<file path="src/rtl/axis_upsize_pkt_if.sv">
// rtl/axis_upsize_pkt_if.sv - AXI4-Stream bundle (tvalid/tready/tdata/tkeep/tlast) for the upsizer ports
interface axis_upsize_pkt_if #(
    parameter int W = 32
) ();
    logic           tvalid;
    logic           tready;
    logic [W-1:0]   tdata;
    logic [W/8-1:0] tkeep;
    logic           tlast;

    modport master (output tvalid, output tdata, output tkeep, output tlast, input tready);
    modport slave  (input tvalid, input tdata, input tkeep, input tlast, output tready);
endinterface

</file>
<file path="src/rtl/axis_upsize_pkt.sv">
// rtl/axis_upsize_pkt.sv - AXI4-Stream width upsizer packing RATIO narrow beats into one wide beat
// A tlast before the word is full flushes a short word with unfilled lanes zeroed.
module axis_upsize_pkt #(
    parameter int IN_W      = 32,
    parameter int RATIO     = 2,
    parameter bit LSB_FIRST = 1'b1,
    parameter int CNT_W     = 16
) (
    input  logic              aclk,
    input  logic              aresetn,
    axis_upsize_pkt_if.slave  s_axis,
    axis_upsize_pkt_if.master m_axis,
    output logic [CNT_W-1:0]  partial_cnt
);
    localparam int OUT_W  = IN_W * RATIO;
    localparam int KIN_W  = IN_W / 8;
    localparam int KOUT_W = OUT_W / 8;
    localparam int LW     = $clog2(RATIO);
    localparam logic [LW-1:0] LAST_LANE = LW'(RATIO - 1);

    // Assembly storage is indexed by beat order, not by output slot.
    logic [LW-1:0]              r_lane;
    logic [(RATIO-1)*IN_W-1:0]  r_asm_data;
    logic [(RATIO-1)*KIN_W-1:0] r_asm_keep;
    logic                       r_m_valid;
    logic [OUT_W-1:0]           r_m_data;
    logic [KOUT_W-1:0]          r_m_keep;
    logic                       r_m_last;
    logic [CNT_W-1:0]           r_partial_cnt;

    logic              w_s_ready;
    logic              w_accept;
    logic              w_complete;
    logic              w_partial;
    logic [OUT_W-1:0]  w_merge_data;
    logic [KOUT_W-1:0] w_merge_keep;

    function automatic int slot(input int k);
        return LSB_FIRST ? k : (RATIO - 1 - k);
    endfunction

    assign w_s_ready  = aresetn & (~r_m_valid | m_axis.tready);
    assign w_accept   = s_axis.tvalid & w_s_ready;
    assign w_complete = w_accept & ((r_lane == LAST_LANE) | s_axis.tlast);
    assign w_partial  = w_accept & s_axis.tlast & (r_lane != LAST_LANE);

    always_comb begin
        w_merge_data = '0;
        w_merge_keep = '0;
        for (int k = 0; k < RATIO - 1; k++) begin
            if (k < int'(r_lane)) begin
                w_merge_data[slot(k)*IN_W +: IN_W]   = r_asm_data[k*IN_W +: IN_W];
                w_merge_keep[slot(k)*KIN_W +: KIN_W] = r_asm_keep[k*KIN_W +: KIN_W];
            end
        end
        for (int k = 0; k < RATIO; k++) begin
            if (k == int'(r_lane)) begin
                w_merge_data[slot(k)*IN_W +: IN_W]   = s_axis.tdata;
                w_merge_keep[slot(k)*KIN_W +: KIN_W] = s_axis.tkeep;
            end
        end
    end

    always_ff @(posedge aclk or negedge aresetn) begin
        if (!aresetn) begin
            r_lane        <= '0;
            r_asm_data    <= '0;
            r_asm_keep    <= '0;
            r_m_valid     <= 1'b0;
            r_m_data      <= '0;
            r_m_keep      <= '0;
            r_m_last      <= 1'b0;
            r_partial_cnt <= '0;
        end else begin
            if (w_complete) begin
                r_lane     <= '0;
                r_asm_keep <= '0;
            end else if (w_accept) begin
                for (int k = 0; k < RATIO - 1; k++) begin
                    if (r_lane == LW'(k)) begin
                        r_asm_data[k*IN_W +: IN_W]   <= s_axis.tdata;
                        r_asm_keep[k*KIN_W +: KIN_W] <= s_axis.tkeep;
                    end
                end
                r_lane <= r_lane + LW'(1);
            end

            // A completing beat can only be accepted when the output slot is free or draining.
            if (w_complete) begin
                r_m_valid <= 1'b1;
                r_m_data  <= w_merge_data;
                r_m_keep  <= w_merge_keep;
                r_m_last  <= s_axis.tlast;
            end else if (m_axis.tready) begin
                r_m_valid <= 1'b0;
            end

            if (w_partial && (r_partial_cnt != '1)) begin
                r_partial_cnt <= r_partial_cnt + CNT_W'(1);
            end
        end
    end

    assign s_axis.tready = w_s_ready;
    assign m_axis.tvalid = r_m_valid;
    assign m_axis.tdata  = r_m_data;
    assign m_axis.tkeep  = r_m_keep;
    assign m_axis.tlast  = r_m_last;
    assign partial_cnt   = r_partial_cnt;
endmodule

</file>
<file path="src/flat_wrapper.sv">
// flat-port wrapper written by rule: the top's interface ports become plain ports
module axis_upsize_pkt_flat 
#(
    parameter int IN_W      = 32,
    parameter int RATIO     = 2,
    parameter bit LSB_FIRST = 1'b1,
    parameter int CNT_W     = 16
)
  (aclk, aresetn, partial_cnt, s_axis_tvalid, s_axis_tdata, s_axis_tkeep, s_axis_tlast, s_axis_tready, m_axis_tvalid, m_axis_tdata, m_axis_tkeep, m_axis_tlast, m_axis_tready);
  axis_upsize_pkt_if #(.W(32)) s_axis_i ();
  axis_upsize_pkt_if #(.W(64)) m_axis_i ();
  input  logic aclk;
  input  logic aresetn;
  output logic [CNT_W-1:0] partial_cnt;
  input wire logic [$bits(s_axis_i.tvalid)-1:0] s_axis_tvalid;
  input wire logic [$bits(s_axis_i.tdata)-1:0] s_axis_tdata;
  input wire logic [$bits(s_axis_i.tkeep)-1:0] s_axis_tkeep;
  input wire logic [$bits(s_axis_i.tlast)-1:0] s_axis_tlast;
  output wire logic [$bits(s_axis_i.tready)-1:0] s_axis_tready;
  output wire logic [$bits(m_axis_i.tvalid)-1:0] m_axis_tvalid;
  output wire logic [$bits(m_axis_i.tdata)-1:0] m_axis_tdata;
  output wire logic [$bits(m_axis_i.tkeep)-1:0] m_axis_tkeep;
  output wire logic [$bits(m_axis_i.tlast)-1:0] m_axis_tlast;
  input wire logic [$bits(m_axis_i.tready)-1:0] m_axis_tready;
  assign s_axis_i.tvalid = s_axis_tvalid;
  assign s_axis_i.tdata = s_axis_tdata;
  assign s_axis_i.tkeep = s_axis_tkeep;
  assign s_axis_i.tlast = s_axis_tlast;
  assign s_axis_tready = s_axis_i.tready;
  assign m_axis_tvalid = m_axis_i.tvalid;
  assign m_axis_tdata = m_axis_i.tdata;
  assign m_axis_tkeep = m_axis_i.tkeep;
  assign m_axis_tlast = m_axis_i.tlast;
  assign m_axis_i.tready = m_axis_tready;
  axis_upsize_pkt #(.IN_W(IN_W), .RATIO(RATIO), .LSB_FIRST(LSB_FIRST), .CNT_W(CNT_W)) u_core (.aclk(aclk), .aresetn(aresetn), .s_axis(s_axis_i), .m_axis(m_axis_i), .partial_cnt(partial_cnt));
endmodule
</file>
<file path="config.mk">
export PLATFORM = sky130hd
export DESIGN_NAME = axis_upsize_pkt_flat
export DESIGN_NICKNAME = d
export VERILOG_FILES = /design/src/rtl/axis_upsize_pkt_if.sv /design/src/rtl/axis_upsize_pkt.sv /design/src/flat_wrapper.sv
export SDC_FILE = /design/constraint.sdc
export NUM_CORES = 1
export LEC_CHECK = 0
export ABC_CLOCK_PERIOD_IN_PS = 2300
export CAP_MARGIN = 20
export CORE_AREA = 2 2 98 119
export CTS_BUF_LIST = sky130_fd_sc_hd__clkbuf_2
export DETAILED_ROUTE_END_ITERATION = 7
export DIE_AREA = 0 0 100 121
export MAX_ROUTING_LAYER = met4
export PLACE_DENSITY = 0.8
export SLEW_MARGIN = 20
export SYNTH_ARGS = -nofsm -noshare
export SYNTH_HDL_FRONTEND = slang
export SYNTH_SLANG_ARGS = --single-unit
</file>
<file path="constraint.sdc">
create_clock -name aclk -period 2.3 [get_ports aclk]
set_clock_uncertainty 0.15 [all_clocks]
set_input_delay 0.345 -clock aclk [delete_from_list [all_inputs] [get_ports aclk]]
set_output_delay 0.345 -clock aclk [all_outputs]
set_load 0.03 [all_outputs]
</file>
Yosys cells after proc, flatten, opt, wreduce, memory -nomap -nowiden --
Index checks and enable logic that the tools add are counted.
Storage, ports and cells: flip-flop bits (word level) 127, latch bits 0, memory bits (writable) 0, ROM bits 0, bits of input ports 41, output and inout bits 91, word-level logic and storage cells 41, memories 0
Cells by class: $add $sub $neg 2, multiply operators 0, divide/modulo/power cells 0, $lt $le $gt $ge 1, equality and inequality tests 2, shift-type cells 0, multiplexer cells 13, bitwise gates (word level) 10, reduce and logical (&&, ||, !) cells 5
Operator list (number):
- 32-bit 2-to-1 mux | 3
- 4-bit 2-to-1 mux | 6
- 16-bit by 1-bit adder with 16-bit output, second input constant | 1
- 16-bit inequality test, second input constant | 1
- 1-bit bitwise AND | 5
- 1-bit 2-to-1 mux | 4
- 2-bit nonzero test | 2
- 1-bit inverter | 3
- 3-bit AND reduction | 1
- 2-bit inequality test, second input constant | 1
- 1-bit bitwise OR | 2
- 2-bit AND reduction | 1
- 1-bit adder, second input constant | 1
- 1-bit logical AND | 1
- 1-bit less-than comparator, first input constant | 1

Depth between registers and ports, before layout --
Gate-level depths: netlist of run 1.
word-level depth 7, depth in mapped cells 6, gate-level depth less buffers 5

Worst setup path before layout of run 1 --
OpenSTA, ideal clock, no wires.
kind flip-flop to flip-flop, from register u_core.r_m_valid (netlist: u_core.m_axis.tvalid), to register u_core.r_asm_data[10], library setup time 125 ps, data arrival time 1601 ps, required time 2025 ps, setup slack 424 ps, cell stages (with the launch flop) 6, path buffers 1, clock period less this slack 1876 ps, cell sequence dfrtp_1 -> nand2b_4 -> nand2_4 -> nor3_4 -> buf_6 -> mux2_2
On the way: longest elaborated chain between the ends 7
Ends and longest elaborated chain:
- start: declaration | RTL line axis_upsize_pkt.sv:25 | logic r_m_valid;
- start signal: assignment | RTL line axis_upsize_pkt.sv:69 | r_m_valid <= 1'b0;
- start signal: assignment | RTL line axis_upsize_pkt.sv:90 | r_m_valid <= 1'b1;
- start signal: assignment | RTL line axis_upsize_pkt.sv:95 | r_m_valid <= 1'b0;
- 1-bit inverter (*) | RTL line axis_upsize_pkt.sv:42 | assign w_s_ready = aresetn & (~r_m_valid | m_axis.tready);
- 1-bit bitwise OR (*) | RTL line axis_upsize_pkt.sv:42
- 1-bit bitwise AND (*) | RTL line axis_upsize_pkt.sv:42
- 1-bit bitwise AND (*) | RTL line axis_upsize_pkt.sv:43 | assign w_accept = s_axis.tvalid & w_s_ready;
- 1-bit bitwise AND | RTL line axis_upsize_pkt.sv:44 | assign w_complete = w_accept & ((r_lane == LAST_LANE) | s_axis.tlast);
- 1-bit inverter (no source line)
- 3-bit AND reduction (no source line) (*)
- end signal: indexed assignment | RTL line axis_upsize_pkt.sv:81 | r_asm_data[k*IN_W +: IN_W] <= s_axis.tdata;
- end: declaration | RTL line axis_upsize_pkt.sv:23 | logic [(RATIO-1)*IN_W-1:0] r_asm_data;
Mark *: on every way between the ends. The rest lies on a longest branch, timed or not. A chain may end at the register's enable or synchronous reset.

Worst setup path in the final report of run 1 --
from register u_core.r_m_data[28] (netlist: u_core.m_axis.tdata[28]), to output m_axis_tdata[28]
RTL lines:
- start: declaration | RTL line axis_upsize_pkt.sv:26 | logic [OUT_W-1:0] r_m_data;
- start signal: assignment | RTL line axis_upsize_pkt.sv:91 | r_m_data <= w_merge_data;
- end: declaration | RTL line flat_wrapper.sv:21 | output wire logic [$bits(m_axis_i.tdata)-1:0] m_axis_tdata;
No word-level cell between the ends.

==> results.ini, run 1 <==
[worst_setup_path]
slowest_delay_ns=0.68
worst-setup-path-type=reg2out
slowest_stage=clkdlybuf4s50_1
arrival_ns=1.71
path_cells=clkdlybuf4s50_1
crit_path_start_kind=flip-flop
endpoint_kind=output pin
path_delay_family=buffers and inverters
r2r_slack_ns=0.46
critPathBufInv=1
critPathRequiredTime_ns=1.80
r2r_start=u_core.partial_cnt[1]$_DFFE_PN0P_
worst-path-max-fanout=2
critPathLaunch=u_core.m_axis.tdata[28]$_DFFE_PN0P_

[global_routing]
antenna_found_initial=0
grtUsageMet3_pct=6.34
grt_pass1_wl_mm=19.3
met1_usage_pct=27.2
busiest_layer=met2
first_global_vias=3811
gr-total-overflow=0
grt_util_met2_pct=32.1
grtUsageTotal_pct=21.1
grt_max_degree=129

[clock_tree]
cts_buffer_depth=2
clock-root-buffer=clkbuf_2
htreeDepth=4
cts_tree=built
clock_latency_ns=0.66
cts_buffers=17
cts.clk_slew.worst_paths_ns=0.20
cts_sinks=127
cts_setup_buffers=0

[timing]
timing.hold.ws_ns=-0.366
worst_slack_ns=0.0947
tns_ns=0
period_share_pct=95.9
setup-violations-final=0
hold_viol_final=127
period_needed_ns=2.21
max_freq_mhz=453
drv_slew=0
rsz0062_at_grt=no
slew_headroom_pct=56.4
timing_worst_slew_pin_value_ns=0.654

[synthesis]
synthArstFlopShare_pct=100
syn_avg_cell_area_um2=14.8
synthFlopType=dfrtp_1
synth-edff-count=0
synth_cell_types=47
ys_seq_area_share_pct=58.8
syn_nets=408
synthCells=366
synth_seq_cells=127
yosys_warnings=0
synth_area_um2=5410

[power]
ir_worst_vdd_mv=0.570
p_leak_uw=0.00382
p_per_area_nw_per_um2=1050

[die]
dieHeight_um=121
io_pins=132
dieArea_um2=12100
core-area_um2=10900
rows=42
die_w_um=100
start_util_pct=49.5

[routing]
vias=3610
routed_wl_mm=11.9
drc=0
routed_via_density=5.55
antenna_left=0
drtIter0Drc=138
drt_pass1_iterations=4
wl_per_cell_um=18.3

[cells_and_area]
mostFrequentLayoutCells=dfrtp_1, mux2_2, clkdlybuf4s50_1
nets=547
antenna_cells=0
final_common_cell=dfrtp_1
fin_cells=650
drive_above_1_share_pct=30.1
num-fill-cells=814
area_growth_pct=33.8

[outcome]
violations=negative hold slack
outcome=complete, but fails checks

[placement]
gp_congestion=0.803
dp_hpwl_mm=7.72
placed_cells=618
pre_cts_slack_ns=0.0994
io_buffers=131

[flow_run]
maxCapViolCount=0

[worst_hold_path]
hp-class=in2async

[repair_timing]
action / CTS / global route
endpoints found under the hold margin: 127 / 127
cloned: 0 / 0
endpoints found under the setup margin: 40 / 43
resized for setup: 40 / 43
[cells by family (layout without fill, tap and decap cells)]
logic type	after synthesis	count (layout)	synth area share (%)
AOI/OAI and AO/OA	51	51	7.92
xor gates and xnor gates	13	13	2.11
adders and majority gates	1	1	0.231
buffers and inverters	22	174	2.62
DFF	127	127	58.8
muxes	105	105	21.9
and+or+nand+nor	47	47	6.41
[through the flow]
step / utilization [%] / power (µW) / cell area (µm²)
2_1_floorplan: - / 5000 / 5410
3_3_place_gp: 63.1 / 6230 / 6900
3_5_place_dp: 63.1 / 6310 / 6900
4_1_cts: 65.2 / 7760 / 7120
5_1_grt: 66.2 / 8040 / 7230
6_report: 66.2 / 7630 / 7230
[metal layers]
layer | vias up | share of wire [%] | wire (µm)
li1 | 1633 | - | -
met1 | 1834 | 44 | 5190
met2 | 126 | 49 | 5830
met3 | 17 | 6.1 | 725
met5 | - | 0 | 0
met4 | 0 | 1.3 | 151
[worst register-to-register path: stages (launching register included)]
cell and delay [ns]:
dfrtp_1 0.47, ha_1 0.25, and2_1 0.18, and4_1 0.35, o2111ai_1 0.18, xnor2_1 0.16
[final timing paths]
check | to | cells past startpoint
worst max-delay path | m_axis_tdata[28] | 1
worst min-delay path | u_core.partial_cnt[15]$_DFFE_PN0P_ | 2
worst max register to register | u_core.partial_cnt[14]$_DFFE_PN0P_ | 5
worst min register to register | u_core.partial_cnt[15]$_DFFE_PN0P_ | 1
max in group asynchronous | u_core.r_asm_data[29]$_DFFE_PN0P_ | 2
min in group aclk | u_core.m_axis.tlast$_DFFE_PN0P_ | 4
[synthesized netlist by cell type (2+ instances only)]
cell type	instances	area (µm²)
nand2_1	5	18.8
mux2_1	3	33.8
o211ai_1	2	15.0
clkbuf_1	3	11.3
buf_1	2	7.51
buf_2	4	20.0
buf_6	4	45.0
a22o_1	40	350
nor4_1	3	18.8
xnor2_1	6	52.6
xor2_1	7	61.3
and4_1	2	17.5
buf_4	6	45.0
nand3_1	2	10.0
nand4_1	5	31.3
and2_1	5	31.3
a21oi_1	2	10.0
inv_1	2	7.51
dfrtp_1	127	3180
mux2_2	101	1140
nor2_1	3	11.3
and3_1	4	25.0
nor3_1	4	20.0
[power breakdown]
group / leakage, µW / internal (µW) / switching [µW]
registers: 0.00158 / 2860 / 380
clock network: 0.000153 / 708 / 835
logic: 0.00208 / 1310 / 1530
[state kept, by name, indices dropped and copies added, names as in the netlist]
name / flops
u_core.m_axis.tdata: 64
u_core.r_asm_data: 32
u_core.partial_cnt: 16
u_core.m_axis.tkeep: 8
u_core.r_asm_keep: 4
u_core.m_axis.tlast: 1
u_core.m_axis.tvalid: 1
u_core.r_lane: 1
[final cells by class]
cell class                 instances  area, µm²  area share (%)
sequential                       127       3180            44.0
inverter                           2       7.51           0.104
timing repair buffer             140       1510            20.8
clock inverter                    15        194            2.68
clock buffer                      17       85.1            1.18
tap                              132        165            2.28
multi-input combinational        217       2090            29.0
Power figures use the tool's default switching activity.
==> run 2, diff against run 1 <==
- ABC_AREA: unset -> 0
==> results of run 2 <==
The final DEF is identical to that of run 1; final timing and power are the same.
==> run 3, diff against run 2 <==
- CAP_MARGIN: 20 -> unset
==> results of run 3 <==
The final DEF is identical to that of run 1; final timing and power are the same.
